$ cat config.mk
export PLATFORM = sky130hd
export DESIGN_NAME = sl_axi_obi_responder
export DESIGN_NICKNAME = d
export VERILOG_FILES = /design/src/rtl/sl_axi_obi_pkg.sv /design/src/rtl/sl_axi_obi_responder.sv
export SDC_FILE = /design/constraint.sdc
export NUM_CORES = 1
export LEC_CHECK = 0
export BUFFER_PORTS_ARGS = -buffer_cell sky130_fd_sc_hd__buf_4
export CORE_MARGIN = 2
export CORE_UTILIZATION = 45
export DETAILED_ROUTE_END_ITERATION = 10
export PLACE_DENSITY_LB_ADDON = 0.25
export SETUP_SLACK_MARGIN = 0.1
export SLEW_MARGIN = 20
export SYNTH_ARGS = -nofsm -noshare
export SYNTH_HDL_FRONTEND = slang
export SYNTH_SLANG_ARGS = --single-unit
$ cat constraint.sdc
create_clock -name clk_i -period 1.8 [get_ports clk_i]
set_clock_uncertainty 0.05 [all_clocks]
set_input_delay 0.36 -clock clk_i [delete_from_list [all_inputs] [get_ports clk_i]]
set_output_delay 0.36 -clock clk_i [all_outputs]
set_load 0.05 [all_outputs]
$ cat src/rtl/sl_axi_obi_pkg.sv
// rtl/sl_axi_obi_pkg.sv - shared types and constants for the AXI-to-OBI responder
package sl_axi_obi_pkg;

    localparam int unsigned AXI_ADDR_W = 32;
    localparam int unsigned AXI_DATA_W = 32;
    localparam int unsigned AXI_ID_W   = 4;

    localparam logic [1:0] RESP_OKAY   = 2'b00;
    localparam logic [1:0] RESP_SLVERR = 2'b10;
    localparam logic [1:0] BURST_FIXED = 2'b00;
    localparam logic [1:0] BURST_INCR  = 2'b01;

    typedef enum logic [2:0] {
        IDLE, RD_REQ, RD_WAIT, RD_RESP, WR_DATA, WR_REQ, WR_WAIT, WR_RESP
    } state_e;

    typedef struct packed {
        logic [AXI_ID_W-1:0]   id;
        logic [AXI_ADDR_W-1:0] addr;
        logic [7:0]            len;
        logic [2:0]            size;
        logic [1:0]            burst;
        logic [5:0]            atop;
    } sl_axi_aw_t;

    typedef struct packed {
        logic [AXI_ID_W-1:0]   id;
        logic [AXI_ADDR_W-1:0] addr;
        logic [7:0]            len;
        logic [2:0]            size;
        logic [1:0]            burst;
    } sl_axi_ar_t;

    typedef struct packed {
        logic [AXI_DATA_W-1:0]   data;
        logic [AXI_DATA_W/8-1:0] strb;
        logic                    last;
    } sl_axi_w_t;

    typedef struct packed {
        logic [AXI_ID_W-1:0] id;
        logic [1:0]          resp;
    } sl_axi_b_t;

    typedef struct packed {
        logic [AXI_ID_W-1:0]   id;
        logic [AXI_DATA_W-1:0] data;
        logic [1:0]            resp;
        logic                  last;
    } sl_axi_r_t;

    typedef struct packed {
        sl_axi_aw_t aw;
        logic       aw_valid;
        sl_axi_w_t  w;
        logic       w_valid;
        logic       b_ready;
        sl_axi_ar_t ar;
        logic       ar_valid;
        logic       r_ready;
    } sl_axi_req_t;

    typedef struct packed {
        logic      aw_ready;
        logic      w_ready;
        sl_axi_b_t b;
        logic      b_valid;
        logic      ar_ready;
        sl_axi_r_t r;
        logic      r_valid;
    } sl_axi_rsp_t;

    typedef struct packed {
        logic                    req;
        logic                    we;
        logic [AXI_DATA_W/8-1:0] be;
        logic [AXI_ADDR_W-1:0]   addr;
        logic [AXI_DATA_W-1:0]   wdata;
    } sl_obi_req_t;

    typedef struct packed {
        logic                  gnt;
        logic                  rvalid;
        logic [AXI_DATA_W-1:0] rdata;
    } sl_obi_rsp_t;

endpackage

$ cat src/rtl/sl_axi_obi_responder.sv
// rtl/sl_axi_obi_responder.sv - AXI4 subordinate re-issuing each beat as one OBI transaction
module sl_axi_obi_responder
    import sl_axi_obi_pkg::*;
#(
    parameter int unsigned AddrWidth = 32,
    parameter int unsigned DataWidth = 32,
    parameter int unsigned IdWidth   = 4,
    parameter type axi_req_t  = sl_axi_obi_pkg::sl_axi_req_t,
    parameter type axi_rsp_t  = sl_axi_obi_pkg::sl_axi_rsp_t,
    parameter type obi_req_t  = sl_axi_obi_pkg::sl_obi_req_t,
    parameter type obi_resp_t = sl_axi_obi_pkg::sl_obi_rsp_t
) (
    input  logic      clk_i,
    input  logic      rst_ni,
    input  axi_req_t  axi_req_i,
    output axi_rsp_t  axi_rsp_o,
    output obi_req_t  obi_req_o,
    input  obi_resp_t obi_rsp_i
);

    if (DataWidth != 32) begin : gen_dw_check
        $error("sl_axi_obi_responder supports DataWidth=32 only");
    end

    state_e                   state_q, state_d;
    logic [IdWidth-1:0]       id_q, id_d;
    logic [AddrWidth-1:0]     addr_q, addr_d, addr_next;
    logic [7:0]               len_q, len_d;
    logic [7:0]               cnt_q, cnt_d;
    logic [1:0]               burst_q, burst_d;
    logic                     err_q, err_d;
    logic                     last_mismatch_q, last_mismatch_d;
    logic                     rr_last_write_q, rr_last_write_d;  // set: write wins the next tie
    logic [DataWidth-1:0]     rdata_q, rdata_d;
    logic [DataWidth-1:0]     wdata_q, wdata_d;
    logic [DataWidth/8-1:0]   strb_q, strb_d;
    logic                     pick_wr;
    logic                     is_last;

    // State and transaction registers; reset drops any burst in flight
    always_ff @(posedge clk_i or negedge rst_ni) begin
        if (!rst_ni) begin
            state_q         <= IDLE;
            id_q            <= '0;
            addr_q          <= '0;
            len_q           <= '0;
            cnt_q           <= '0;
            burst_q         <= '0;
            err_q           <= 1'b0;
            last_mismatch_q <= 1'b0;
            rr_last_write_q <= 1'b1;
            rdata_q         <= '0;
            wdata_q         <= '0;
            strb_q          <= '0;
        end else begin
            state_q         <= state_d;
            id_q            <= id_d;
            addr_q          <= addr_d;
            len_q           <= len_d;
            cnt_q           <= cnt_d;
            burst_q         <= burst_d;
            err_q           <= err_d;
            last_mismatch_q <= last_mismatch_d;
            rr_last_write_q <= rr_last_write_d;
            rdata_q         <= rdata_d;
            wdata_q         <= wdata_d;
            strb_q          <= strb_d;
        end
    end

    // Arbitration, beat sequencing and all AXI/OBI outputs
    always_comb begin
        state_d         = state_q;
        id_d            = id_q;
        addr_d          = addr_q;
        len_d           = len_q;
        cnt_d           = cnt_q;
        burst_d         = burst_q;
        err_d           = err_q;
        last_mismatch_d = last_mismatch_q;
        rr_last_write_d = rr_last_write_q;
        rdata_d         = rdata_q;
        wdata_d         = wdata_q;
        strb_d          = strb_q;
        axi_rsp_o       = '0;
        obi_req_o       = '0;
        pick_wr         = axi_req_i.aw_valid & (~axi_req_i.ar_valid | rr_last_write_q);
        is_last         = (cnt_q == len_q);
        addr_next       = (burst_q == BURST_INCR) ? addr_q + AddrWidth'(4) : addr_q;

        case (state_q)
            IDLE: begin
                if (pick_wr) begin
                    axi_rsp_o.aw_ready = 1'b1;
                    id_d            = axi_req_i.aw.id;
                    addr_d          = axi_req_i.aw.addr;
                    len_d           = axi_req_i.aw.len;
                    burst_d         = axi_req_i.aw.burst;
                    err_d           = (axi_req_i.aw.size != 3'd2)
                                    | ((axi_req_i.aw.burst != BURST_FIXED) && (axi_req_i.aw.burst != BURST_INCR))
                                    | (axi_req_i.aw.atop != '0);
                    cnt_d           = '0;
                    last_mismatch_d = 1'b0;
                    rr_last_write_d = 1'b0;
                    state_d         = WR_DATA;
                end else if (axi_req_i.ar_valid) begin
                    axi_rsp_o.ar_ready = 1'b1;
                    id_d            = axi_req_i.ar.id;
                    addr_d          = axi_req_i.ar.addr;
                    len_d           = axi_req_i.ar.len;
                    burst_d         = axi_req_i.ar.burst;
                    err_d           = (axi_req_i.ar.size != 3'd2)
                                    | ((axi_req_i.ar.burst != BURST_FIXED) && (axi_req_i.ar.burst != BURST_INCR));
                    cnt_d           = '0;
                    rdata_d         = '0;
                    rr_last_write_d = 1'b1;
                    state_d         = err_d ? RD_RESP : RD_REQ;
                end
            end
            RD_REQ: begin
                obi_req_o.req  = 1'b1;
                obi_req_o.be   = '1;
                obi_req_o.addr = {addr_q[AddrWidth-1:2], 2'b00};
                if (obi_rsp_i.gnt) state_d = RD_WAIT;
            end
            RD_WAIT: begin
                if (obi_rsp_i.rvalid) begin
                    rdata_d = obi_rsp_i.rdata;
                    state_d = RD_RESP;
                end
            end
            RD_RESP: begin
                axi_rsp_o.r_valid = 1'b1;
                axi_rsp_o.r.id    = id_q;
                axi_rsp_o.r.data  = rdata_q;
                axi_rsp_o.r.resp  = err_q ? RESP_SLVERR : RESP_OKAY;
                axi_rsp_o.r.last  = is_last;
                if (axi_req_i.r_ready) begin
                    if (is_last) begin
                        state_d = IDLE;
                    end else begin
                        cnt_d   = cnt_q + 8'd1;
                        addr_d  = addr_next;
                        state_d = err_q ? RD_RESP : RD_REQ;
                    end
                end
            end
            WR_DATA: begin
                axi_rsp_o.w_ready = 1'b1;
                if (axi_req_i.w_valid) begin
                    wdata_d         = axi_req_i.w.data;
                    strb_d          = axi_req_i.w.strb;
                    last_mismatch_d = last_mismatch_q | (axi_req_i.w.last != is_last);
                    if (!err_q && (axi_req_i.w.strb != '0)) begin
                        state_d = WR_REQ;
                    end else if (is_last) begin
                        state_d = WR_RESP;
                    end else begin
                        cnt_d  = cnt_q + 8'd1;
                        addr_d = addr_next;
                    end
                end
            end
            WR_REQ: begin
                obi_req_o.req   = 1'b1;
                obi_req_o.we    = 1'b1;
                obi_req_o.be    = strb_q;
                obi_req_o.addr  = {addr_q[AddrWidth-1:2], 2'b00};
                obi_req_o.wdata = wdata_q;
                if (obi_rsp_i.gnt) state_d = WR_WAIT;
            end
            WR_WAIT: begin
                if (obi_rsp_i.rvalid) begin
                    if (is_last) begin
                        state_d = WR_RESP;
                    end else begin
                        cnt_d   = cnt_q + 8'd1;
                        addr_d  = addr_next;
                        state_d = WR_DATA;
                    end
                end
            end
            WR_RESP: begin
                axi_rsp_o.b_valid = 1'b1;
                axi_rsp_o.b.id    = id_q;
                axi_rsp_o.b.resp  = (err_q | last_mismatch_q) ? RESP_SLVERR : RESP_OKAY;
                if (axi_req_i.b_ready) state_d = IDLE;
            end
            default: state_d = IDLE;
        endcase
    end

    // An OBI response is only legal while a transaction is outstanding
    assert property (@(posedge clk_i) disable iff (!rst_ni)
        obi_rsp_i.rvalid |-> (state_q == RD_WAIT || state_q == WR_WAIT));

endmodule

==> impl_results.md <==
- Status: finished, violations left
- Failing checks: negative setup slack
- Final WL: 43800 um
- Worst path slowest cell: dfrtp_2
- Fraction of layout instances using a drive strength above 1: 66.6%
- Required time worst endpoint: 2050 ps
- RR Startpoint: state_q[2]
- Crit-path max cell delay: 410 ps
- Crit path launch type: flip-flop
- FF+latch area: 3160 um2
- Wire per inst: 29.4 um
- Setup violations, final: 241
- Final min period: 2550 ps
- CP cell instances: buf_6, buf_6, nor2b_4, o311ai_4, buf_6, buf_4, a31oi_1, a41o_1, a311oi_1
- Crit path DAT: 2800 ps
- Final net count: 1440
- Cell Area, Synth: 7500 um2
- PwrDens: 2000 nW/um2
- Leak Pwr: 6.95 nW
- H-Tree Depth: 4
- Global placement routability congestion: 0.960
- Vias per inst: 6.78
- First-pass GRT wire length: 48000 um
- Yosys warnings: 0
- Chip height: 133 um
- VDD IR-drop max: 0.00156 V
- Grt total ovfl: 0
- Syn_area_per_cell: 9.64 um2
- Detailed Routing Iterations Pass 1: 8
- Setup_tns: -83650 ps
- Vias in the first global route: 8703
- Top FF cell, synth: dfrtp_1
- Fin crit share: 142%
- Post-synth EDFFs: 0
- Asr flop ratio synth: 100%
- Fmax: 392 MHz
- Clk slew on worst S/H paths: 70 ps
- Hold Vio Cnt, Final: 0
- RSZ-0062 raised after global routing: yes
- #FFs+latches synth: 126
- Critical path class: flip-flop to flip-flop
- Worst Path Buf+Inv: 4
- Netlist cell types: 80
- Core footprint: 16500 um2
- Clock buffer depth: 2
- Io pins: 302
- Worst path top cell family by delay: compound AO/OA/AOI/OAI gates
- Crit. End Element: flip-flop
- Final slew viol count: 0
- Worst Hold Class: primary input to flip-flop
- Hold_sp: obi_rsp_i[30]
- Seq/Total Area, Yosys: 42.0%
- Critical Path Most Common Cell: buf_6
- Root Buffer Master: clkbuf_16
- Via count: 10100
- CTS buffer count: 17
- IO buf count: 293
- Pre-CTS setup slack: -590 ps
- Max Fanout on Critical Path: 5
- Post-Synthesis Cells: 778
- Max-cap check violation count: 0
- Antenna-violating nets left: 0
- Starting Density: 45.6%
- CTS Sinks: 126
- GRT Total Usage: 34.4%
- Slew HR: 50.9%
- Footprint of the multi-input gates: 5290 um2
- Largest net degree at the start of global routing: 55
- Std-Cell Rows: 47
- DIE AREA: 17700 um2
- Filler Cell Count: 493
- Initial drt markers: 1224
- DRC: 0
- Util after Layout: 92.3%
- Fin worst setup slack: -748 ps
- Initial antenna violation count: 2
- Area added between synthesis and finish: 103%
- Worst skew pair latency: 440 ps
- Detailed placement HPWL: 18900 um
- Slew @ Worst Pin: 733 ps
- CTS tree: done
- Crit path from: state_q[2]
- DIE WIDTH: 133 um
cell usage after synthesis, types with 15 or more instances:
library cell,instances,area (um2)
a211oi_1,16,120
a21oi_1,22,110
a22o_1,33,289
and2_1,48,300
and3_1,73,457
buf_2,18,90.1
clkbuf_1,39,146
dfrtp_1,125,3130
inv_1,15,56.3
mux2_2,42,473
mux2i_1,27,270
nand2_1,61,229
nand3_1,16,80.1
nor2_1,31,116
o21ai_0,33,165
flip-flops by register name (all words and copies together) (netlist names), 3 cells and up:
name and count:
rdata_q 32, len_q 8, addr_q 30, strb_q 4, state_q 3, wdata_q 32, cnt_q 8, id_q 4
metrics by stage:
step                      instances  hold slack (ps)  area [um2]  power [mW]
final                          1490             90.3       15200        30.3
after global routing           1489              101       15200        30.8
after CTS                      1441             93.2       13800        25.4
after detailed placement       1370              237       11400        18.1
after global placement         1370              233       11400        17.9
after floorplan                 781             14.4        8230        13.7
repair_timing:
action,CTS,global route
endpoints found under the setup margin,206,240
cloned,12,21
pin swaps,38,90
resized for setup,303,201
hold buffers,1,0
setup buffers,29,32
hold endpoints to repair,17,0
cells by family (layout without fill, tap and decap cells):
family / count (synthesis) / in the layout / synth area share (%)
XOR/XNOR: 8 / 8 / 0.934
flip-flops: 126 / 126 / 42.0
AND/OR/NAND/NOR: 292 / 293 / 22.2
adder cells (fa/ha/maj): 2 / 2 / 0.334
buffers and inverters: 83 / 569 / 4.92
AO/OA/AOI/OAI: 196 / 196 / 19.5
other: 1 / 6 / 0.0500
multiplexers: 70 / 70 / 10.1
path summary, 6_finish.rpt:
check	to	slack [ps]	cells past startpoint
max	addr_q[24]	-750	9
min	rdata_q[30]	90	2
max reg2reg	addr_q[24]	-750	9
min reg2reg	rdata_q[4]	480	1
max in group asynchronous	state_q[0]	700	3
min in group asynchronous	addr_q[7]	380	2
placed cells by master (no fill, tap or decap), types with 10 or more instances in the layout:
cell and count:
buf_6 58, mux2i_1 27, mux2_2 10, mux2_4 33, a21oi_1 14, clkbuf_16 33, buf_12 32, a31oi_1 10
dfrtp_1 120, nand3_1 12, inv_1 12, o21ai_2 13, buf_8 109, and3_1 11, and2_4 41, nand2_1 37
nand2_2 13, nor2_1 20, o21ai_1 10, and3_4 62, nand2_4 10, nand4_1 14, buf_4 299, a22o_1 33
power breakdown:
group | internal (mW) | switching [mW]
logic | 10.1 | 11.0
registers | 4.13 | 1.38
clock network | 2.20 | 1.52
total | 16.4 | 13.9
cell type report:
class	count	area share [%]
clock buffer	17	2.80
multi-input combinational	573	34.8
clock inverter	14	1.20
sequential	126	20.8
tap	220	1.81
timing repair buffer	523	38.1
antenna	2	0.0329
inverter	15	0.502
layer usage:
metal	part of all wire (%)	GRT usage, %
met1	33	42.3
met2	47	59.8
met3	11	6.62
met4	9.0	13.7
met5	0.032	0
Power figures use the tool's default switching activity.
